<file path="config.mk">
export PLATFORM = sky130hd
export DESIGN_NAME = vend_change
export DESIGN_NICKNAME = d
export VERILOG_FILES = /design/src/rtl/vend_pkg.sv /design/src/rtl/vend_coin_value.sv /design/src/rtl/vend_change.sv
export SDC_FILE = /design/constraint.sdc
export NUM_CORES = 1
export LEC_CHECK = 0
export ABC_AREA = 0
export CAP_MARGIN = 20
export CORE_MARGIN = 2
export CORE_UTILIZATION = 50
export DETAILED_ROUTE_END_ITERATION = 12
export GPL_TIMING_DRIVEN = 0
export PLACE_DENSITY = 0.8
export SKIP_CTS_REPAIR_TIMING = 1
export SLEW_MARGIN = 10
export SYNTH_ARGS = -nofsm -noshare
export SYNTH_HDL_FRONTEND = slang
export SYNTH_SLANG_ARGS = --single-unit
</file>
<file path="constraint.sdc">
create_clock -name clock -period 3.25 [get_ports clock]
set_input_delay 0.8125 -clock clock [delete_from_list [all_inputs] [get_ports clock]]
set_output_delay 0.8125 -clock clock [all_outputs]
set_load 0.02 [all_outputs]
</file>
<file path="src/rtl/vend_pkg.sv">
// Shared definitions for the vend_change vending controller.
//   state_t   : controller states (ACCUM, VEND, CHANGE)
//   COIN_*    : two-bit coin codes presented on the coin input
package vend_pkg;

  typedef enum logic [1:0] {
    ACCUM  = 2'd0,
    VEND   = 2'd1,
    CHANGE = 2'd2
  } state_t;

  localparam logic [1:0] COIN_NONE = 2'b00;
  localparam logic [1:0] COIN_A    = 2'b01;
  localparam logic [1:0] COIN_B    = 2'b10;
  localparam logic [1:0] COIN_C    = 2'b11;

endpackage

</file>
<file path="src/rtl/vend_coin_value.sv">
// Combinational coin decoder: maps a coin code to its credit value.
//   coin  in  2         coin code (COIN_NONE decodes to 0)
//   value out CREDIT_W  value of the coin in currency units
module vend_coin_value
  import vend_pkg::*;
#(
  parameter int CREDIT_W = 7,
  parameter int VAL1     = 5,
  parameter int VAL2     = 10,
  parameter int VAL3     = 25
) (
  input  logic [1:0]          coin,
  output logic [CREDIT_W-1:0] value
);

  always_comb begin
    value = '0;
    case (coin)
      COIN_A:  value = CREDIT_W'(VAL1);
      COIN_B:  value = CREDIT_W'(VAL2);
      COIN_C:  value = CREDIT_W'(VAL3);
      default: value = '0;
    endcase
  end

endmodule

</file>
<file path="src/rtl/vend_change.sv">
// Single-product vending controller with change return.
// Accumulates coin credit until PRICE is reached, pulses newspaper for one
// cycle, then returns the remainder one CHANGE_UNIT coin per cycle. cancel
// refunds the accumulated credit the same way. Coins offered while busy, or
// together with cancel, are returned and flagged on coin_reject.
//   clock       in   system clock
//   reset       in   synchronous active-high reset
//   coin        in   coin code (00 none, 01 VAL1, 10 VAL2, 11 VAL3)
//   cancel      in   refund request
//   newspaper   out  one-cycle dispense pulse
//   change_out  out  one pulse per returned change coin
//   coin_reject out  previous-cycle coin was returned
//   busy        out  vend or change in progress
//   credit      out  current credit
//   vend_count  out  vends since reset (wraps)
module vend_change
  import vend_pkg::*;
#(
  parameter int PRICE       = 15,
  parameter int VAL1        = 5,
  parameter int VAL2        = 10,
  parameter int VAL3        = 25,
  parameter int CHANGE_UNIT = 5,
  parameter int CREDIT_W    = 7,
  parameter int COUNT_W     = 16
) (
  input  logic                clock,
  input  logic                reset,
  input  logic [1:0]          coin,
  input  logic                cancel,
  output logic                newspaper,
  output logic                change_out,
  output logic                coin_reject,
  output logic                busy,
  output logic [CREDIT_W-1:0] credit,
  output logic [COUNT_W-1:0]  vend_count
);

  localparam int MAX_VAL = (VAL1 > VAL2) ? ((VAL1 > VAL3) ? VAL1 : VAL3)
                                         : ((VAL2 > VAL3) ? VAL2 : VAL3);
  // Largest credit ever held: one unit short of the price plus the biggest coin.
  localparam int MAX_CREDIT = PRICE - CHANGE_UNIT + MAX_VAL;

  localparam logic [CREDIT_W-1:0] PRICE_C = CREDIT_W'(PRICE);
  localparam logic [CREDIT_W-1:0] UNIT_C  = CREDIT_W'(CHANGE_UNIT);

  if ((PRICE % CHANGE_UNIT) != 0 || (VAL1 % CHANGE_UNIT) != 0 ||
      (VAL2 % CHANGE_UNIT) != 0 || (VAL3 % CHANGE_UNIT) != 0) begin : g_unit_check
    $error("vend_change: PRICE and coin values must be multiples of CHANGE_UNIT");
  end

  if (MAX_CREDIT >= (1 << CREDIT_W)) begin : g_width_check
    $error("vend_change: CREDIT_W too narrow for maximum credit");
  end

  state_t              state_reg, state_next;
  logic [CREDIT_W-1:0] credit_reg, credit_next;
  logic [COUNT_W-1:0]  count_reg, count_next;
  logic                reject_reg, reject_next;
  logic [CREDIT_W-1:0] coin_val;
  logic [CREDIT_W-1:0] credit_sum;
  logic                coin_present;

  vend_coin_value #(
    .CREDIT_W (CREDIT_W),
    .VAL1     (VAL1),
    .VAL2     (VAL2),
    .VAL3     (VAL3)
  ) u_coin_value (
    .coin  (coin),
    .value (coin_val)
  );

  // Cannot overflow: in ACCUM credit is always below PRICE.
  assign credit_sum   = credit_reg + coin_val;
  assign coin_present = (coin != COIN_NONE);

  always_ff @(posedge clock) begin
    if (reset) begin
      state_reg  <= ACCUM;
      credit_reg <= '0;
      count_reg  <= '0;
      reject_reg <= 1'b0;
    end else begin
      state_reg  <= state_next;
      credit_reg <= credit_next;
      count_reg  <= count_next;
      reject_reg <= reject_next;
    end
  end

  always_comb begin
    state_next  = state_reg;
    credit_next = credit_reg;
    count_next  = count_reg;
    reject_next = 1'b0;
    case (state_reg)
      ACCUM: begin
        if (cancel) begin
          // cancel wins over a simultaneous coin, which is handed back.
          reject_next = coin_present;
          if (credit_reg != '0) state_next = CHANGE;
        end else if (coin_present) begin
          credit_next = credit_sum;
          if (credit_sum >= PRICE_C) state_next = VEND;
        end
      end
      VEND: begin
        reject_next = coin_present;
        credit_next = credit_reg - PRICE_C;
        count_next  = count_reg + COUNT_W'(1);
        state_next  = (credit_reg == PRICE_C) ? ACCUM : CHANGE;
      end
      CHANGE: begin
        reject_next = coin_present;
        credit_next = credit_reg - UNIT_C;
        // This pulse pays the last unit; credit lands on zero at the same edge.
        if (credit_reg == UNIT_C) state_next = ACCUM;
      end
      default: begin
        state_next  = ACCUM;
        credit_next = '0;
      end
    endcase
  end

  assign newspaper   = (state_reg == VEND);
  assign change_out  = (state_reg == CHANGE);
  assign busy        = (state_reg != ACCUM);
  assign credit      = credit_reg;
  assign vend_count  = count_reg;
  assign coin_reject = reject_reg;

endmodule

</file>
==> qor.txt, run 1 <==
GP Congestion: 0.8748
CTS max path bufs: 2
DR iter-0 viols: 124
CTS clk-pin slew, worst paths: 0.08 ns
Setup Viol. Count Final: 0
Mapped Nets: 260
Largest register FFs: 16
Initial core utilization: 0.5128
Seq/Total Area, Yosys: 0.2815
Final cycle utilization of the critical path: 0.9180
Synth Register Bits: 26
Arr. time, crit path: 3.14 ns
Slew Limit Fails: 0
Share of layout cells above drive strength 1: 0.04745
Core area: 3606 um^2
CP top delay family: compound AO/OA/AOI/OAI gates
Worst Path Max Fanout: 7
Largest net degree at the start of global routing: 16
Grt ovf: 0
Mapped cell area: 1849 um^2
Worst min-delay path startpoint: vend_count[15]$_SDFFE_PP0P_
Area growth, synth to finish: 24.29%
Netlist cell types: 52
Clock Sinks: 26
Asr flop ratio synth: 0
Placed Cells: 318
I/O pins: 32
HPWL after DPL: 3.281 mm
Hold Vio Cnt, Final: 0
Final std cells w/o fill: 322
Synth Flop Type: dfxtp_1
Peak supply drop: 0.3455 mV
Die area: 4201 um^2
Root Driver: clkbuf_8
Setup CP Type: in -> reg
Slowest stage delay, CP: 0.40 ns
DP Area: 2210 um^2
Setup repair after global routing missed its margin: no
Critical path data required time: 3.41 ns
DRC viols: 0
Syn Inst Count: 240
Cell Chain, Critical Path: dlymetal6s2s_1 > ha_1 > inv_1 > fa_1 > nand2b_1 > a211oi_2 > o211ai_1 > a2111oi_4 > a31oi_1 > mux2_1
Initial antenna violation count: 0
Site row count: 22
LEAKAGE: 0.8785 nW
H-tree lvl count: 1
RR Startpoint: credit[0]$_SDFFE_PP0P_
Die W: 64.82 um
Post-DRT Antenna Nets: 0
WP buf/inv: 2
EDFF count, synth: 0
GRT Total Usage: 0.2144
PortBufs: 30
Drt wl/cell: 13.26 um
Slew margin rel.: 0.6564
CTS tree: done
Syn_area_per_cell: 7.705 um^2
Fmax: 335.2 MHz
Post-Route Skew: 0.003719 ns
Min cycle time layout: 2.984 ns
Vias per inst: 5.615
Cts bufs inserted: 3
Yosys warnings: 0
CP max-delay cell: fa_1
Status: complete, no violations
Clock Latency Late Sink: 0.27 ns
Routed WL: 4.271 mm
CP Launch Type: primary input
Die span in y: 64.82 um
Design Area, Final: 2298 um^2
Max-Cap Viols: 0
Fin nets: 295
Crit path launch: coin[0]
Worst Setup End Kind: flip-flop
Least-Margin Pin Slew: 0.5073 ns
Number of antenna diodes: 0
Vias: 1808
Vias in the first global route: 1634
Pwr Density: 750.0 nW/um^2
HP Class: reg -> reg
Pre-Repair DR Iteration Count: 4
First-pass GRT wire length: 7.210 mm
## stage by stage
stage                 util  setup slack (ns)  power (mW)  hold slack (ns)  TNS (ns)
detailed placement  0.6128           -0.4708       1.431           0.4856   -0.8035
CTS                 0.6325           -0.1838       1.701           0.4976   -0.1838
global route        0.6374            0.1363       1.855           0.5334         0
global placement    0.6128           -0.4464       1.423           0.4745   -0.6994
finish              0.6374            0.2664       1.724           0.4958         0
floorplan                -            0.4126       1.154           0.5576         0
## path summary, 6_finish.rpt
check | endpoint | slack, ns | depth (start not counted)
max | state_reg[1]$_SDFFE_PP0P_ | 0.27 | 10
min | vend_count[15]$_SDFFE_PP0P_ | 0.50 | 2
max reg2reg | state_reg[1]$_SDFFE_PP0P_ | 0.45 | 9
min reg2reg | vend_count[15]$_SDFFE_PP0P_ | 0.50 | 2
## report_power, final
group          switching [mW]  internal (mW)
Combinational           0.556          0.442
Sequential             0.0900          0.372
Clock                  0.0984          0.165
Total                   0.744          0.979
## cell families (layout without fill, tap and decap cells)
group	count (synthesis)	in the layout	share of synthesized area
and+or+nand+nor	91	91	0.2348
xor gates and xnor gates	16	16	0.07578
adders and majority gates	15	15	0.1055
AOI/OAI and AO/OA	64	64	0.2361
DFF	26	26	0.2815
buffers and inverters	26	60	0.05480
muxes	2	2	0.01150
## cell type report
| cell class | instances | area (um^2) |
|---|---|---|
| buffer | 12 | 48.80 |
| tap | 48 | 60.06 |
| sequential | 26 | 520.5 |
| inverter | 14 | 52.55 |
| multi-input combinational | 188 | 1240 |
| clock inverter | 1 | 30.03 |
| timing repair buffer | 30 | 305.3 |
| fill | 341 | 1308 |
| clock buffer | 3 | 41.29 |
## synthesized netlist by cell type, types with 2 or more instances
master | number | share of area
or3_1 | 3 | 0.010
inv_1 | 14 | 0.028
a21oi_1 | 21 | 0.057
a211oi_1 | 5 | 0.020
o22ai_1 | 4 | 0.014
a31oi_1 | 2 | 0.0068
and2_1 | 2 | 0.0068
o21a_1 | 3 | 0.012
nand4_1 | 2 | 0.0068
dfxtp_1 | 26 | 0.28
xnor2_1 | 6 | 0.028
nor2b_1 | 3 | 0.010
ha_1 | 14 | 0.095
o221ai_1 | 2 | 0.0095
nand2b_1 | 5 | 0.017
o21ai_0 | 8 | 0.022
and3_1 | 4 | 0.014
nor2_1 | 30 | 0.061
xor2_1 | 10 | 0.047
nand3_1 | 9 | 0.024
clkbuf_1 | 8 | 0.016
buf_2 | 3 | 0.0081
nor3_1 | 6 | 0.016
nand2_1 | 21 | 0.043
a21o_1 | 2 | 0.0081
## per-layer routing
layer	part of all wire	track usage
met1	0.45	0.2845
met3	0.066	0.04167
met2	0.47	0.3518
met5	0	0
met4	0.010	0.06383
## tightest hold or removal path: cells and delay by family (launching register included)
kind,cells,cell delay [ns]
AO/OA/AOI/OAI,2,0.13
flip-flops,1,0.33
## layout by cell type, fill, tap and decap left out, types with 2 or more instances in the layout
cell type,count
a21o_1,2
inv_1,14
a31oi_1,2
nand4_1,2
nand2_1,21
nor2b_1,3
xnor2_1,6
nor3_1,6
and3_1,4
xor2_1,10
o22ai_1,4
dfxtp_1,26
a211oi_1,5
or3_1,3
o21ai_0,8
o221ai_1,2
clkbuf_8,3
dlymetal6s2s_1,2
buf_2,3
clkdlybuf4s50_1,28
nor2_1,30
o21a_1,3
nand2b_1,5
nand3_1,9
and2_1,2
clkbuf_1,8
ha_1,14
a21oi_1,21
Power figures use the tool's default switching activity.
==> run 2: changes to the inputs <==
- PLACE_DENSITY: 0.8 -> 0.72
==> qor.txt, run 2 (synthesis results as in run 1) <==
Status: complete, no violations
Routed WL: 4.656 mm
Post-Place Setup Slack: -0.5387 ns
Number of antenna diodes: 0
Worst min-delay path startpoint: vend_count[15]$_SDFFE_PP0P_
CP max-delay cell: fa_1
Initial antenna violation count: 0
Share of layout cells above drive strength 1: 0.04745
Critical path data required time: 3.41 ns
Clock Latency Late Sink: 0.27 ns
Die span in y: 64.82 um
Area growth, synth to finish: 24.29%
Cts bufs inserted: 3
Core area: 3606 um^2
Initial core utilization: 0.5128
Crit path launch: coin[0]
Reg2Reg Depth: 9
Fin nets: 295
Max-Cap Viols: 0
Vias per inst: 5.708
Drt wl/cell: 14.46 um
Setup Viol. Count Final: 0
Largest net degree at the start of global routing: 16
Site row count: 22
Slowest stage delay, CP: 0.41 ns
Worst Setup End Kind: flip-flop
H-tree lvl count: 1
Pre-Repair DR Iteration Count: 4
HPWL after DPL: 3.479 mm
Least-Margin Pin Slew: 0.5177 ns
Final core utilization: 0.6374
HP Class: reg -> reg
Cell Chain, Critical Path: dlymetal6s2s_1 > ha_1 > inv_1 > fa_1 > nand2b_1 > a211oi_2 > o211ai_1 > a2111oi_4 > a31oi_1 > mux2_1
FILL cells: 336
GRT Total Usage: 0.2262
DR iter-0 viols: 107
Worst hold path depth: 2
Slew Limit Fails: 0
Post-Route Skew: 0.002652 ns
Critical R2R Capture: state_reg[1]$_SDFFE_PP0P_
Final std cells w/o fill: 322
Largest register FFs: 16
Clock Sinks: 26
CTS clk-pin slew, worst paths: 0.09 ns
Pwr Density: 764.6 nW/um^2
Slew margin rel.: 0.6494
Root Driver: clkbuf_8
Arr. time, crit path: 3.22 ns
I/O pins: 32
Setup CP Type: in -> reg
CTS max path bufs: 2
CTS tree: done
Worst Hold Path EP: vend_count[15]$_SDFFE_PP0P_
Die area: 4201 um^2
Post-route setup slack: 0.1906 ns
LEAKAGE: 0.8785 nW
First-pass GRT wire length: 7.672 mm
Fmax: 326.9 MHz
Min cycle time layout: 3.059 ns
Post-DRT Antenna Nets: 0
Hold Vio Cnt, Final: 0
PortBufs: 30
Final cycle utilization of the critical path: 0.9414
Setup repair after global routing missed its margin: no
Vias in the first global route: 1620
Grt ovf: 0
CP Launch Type: primary input
GP Congestion: 0.8478
Most common cell after layout, fill and taps aside: nor2_1
Reg-to-reg slack, setup: 0.39 ns
Commonest cells after routing, fill and taps aside: 30 x nor2_1, 28 x clkdlybuf4s50_1, 26 x dfxtp_1, 21 x nand2_1, 21 x a21oi_1
Peak supply drop: 0.4266 mV
Worst Path Max Fanout: 7
DRC viols: 0
RR Startpoint: credit[0]$_SDFFE_PP0P_
Vias: 1838
Die W: 64.82 um
Placed Cells: 318
==> run 2: cell counts in the layout (fill, tap and decap cells not counted) <==
No cell type changed its count.
==> run 2: how the worst max path moves through the flow <==
stage / to / slack, ns / cells past startpoint
2_1_floorplan: state_reg[1]$_SDFFE_PP0P_ / 0.41 / 8
3_3_place_gp: state_reg[1]$_SDFFE_PP0P_ / -0.47 / 10
3_5_place_dp: state_reg[1]$_SDFFE_PP0P_ / -0.54 / 10
4_1_cts: state_reg[1]$_SDFFE_PP0P_ / -0.26 / 10
5_1_grt: state_reg[1]$_SDFFE_PP0P_ / 0.10 / 10
6_report: state_reg[1]$_SDFFE_PP0P_ / 0.19 / 10
==> run 2: final cells by class <==
class,instances,area (um^2),share of cell area
Clock buffer,3,41.29,0.01796
Sequential cell,26,520.5,0.2265
Multi-Input combinational cell,188,1240,0.5395
Inverter,14,52.55,0.02286
Timing Repair Buffer,30,305.3,0.1328
Tap cell,48,60.06,0.02613
Clock inverter,1,30.03,0.01306
Buffer,12,48.80,0.02123
==> run 2: report_power, final <==
part           internal (mW)  switching, mW  total, mW  leakage [nW]
clock                  0.165          0.107      0.272        0.0357
combinational          0.444          0.577       1.02         0.632
sequential             0.372         0.0919      0.464         0.211
==> run 2: through the flow <==
stage / hold slack, ns / setup TNS [ns] / power [mW] / area (um^2)
after floorplan: 0.5576 / 0 / 1.154 / 1849
after global placement: 0.4786 / -0.8090 / 1.438 / 2210
after detailed placement: 0.4913 / -1.012 / 1.447 / 2210
after CTS: 0.5038 / -0.2844 / 1.720 / 2281
after global routing: 0.5214 / 0 / 1.878 / 2298
final: 0.5009 / 0 / 1.757 / 2298
==> run 2: worst max-delay path: cells and delay by family <==
kind	cells	cell delay [ns]
compound gates	4	0.95
fa+ha+maj	2	0.62
buf+inv	2	0.28
mux	1	0.33
simple gates	1	0.22
==> run 2: metal layers <==
metal	wire (um)	GRT usage	part of all wire	up-vias
met5	0	0	0	-
met4	10	0.03723	0.0021	0
met3	280	0.04340	0.060	2
met2	2082	0.3557	0.45	66
met1	2282	0.3261	0.49	852
li1	-	-	-	918
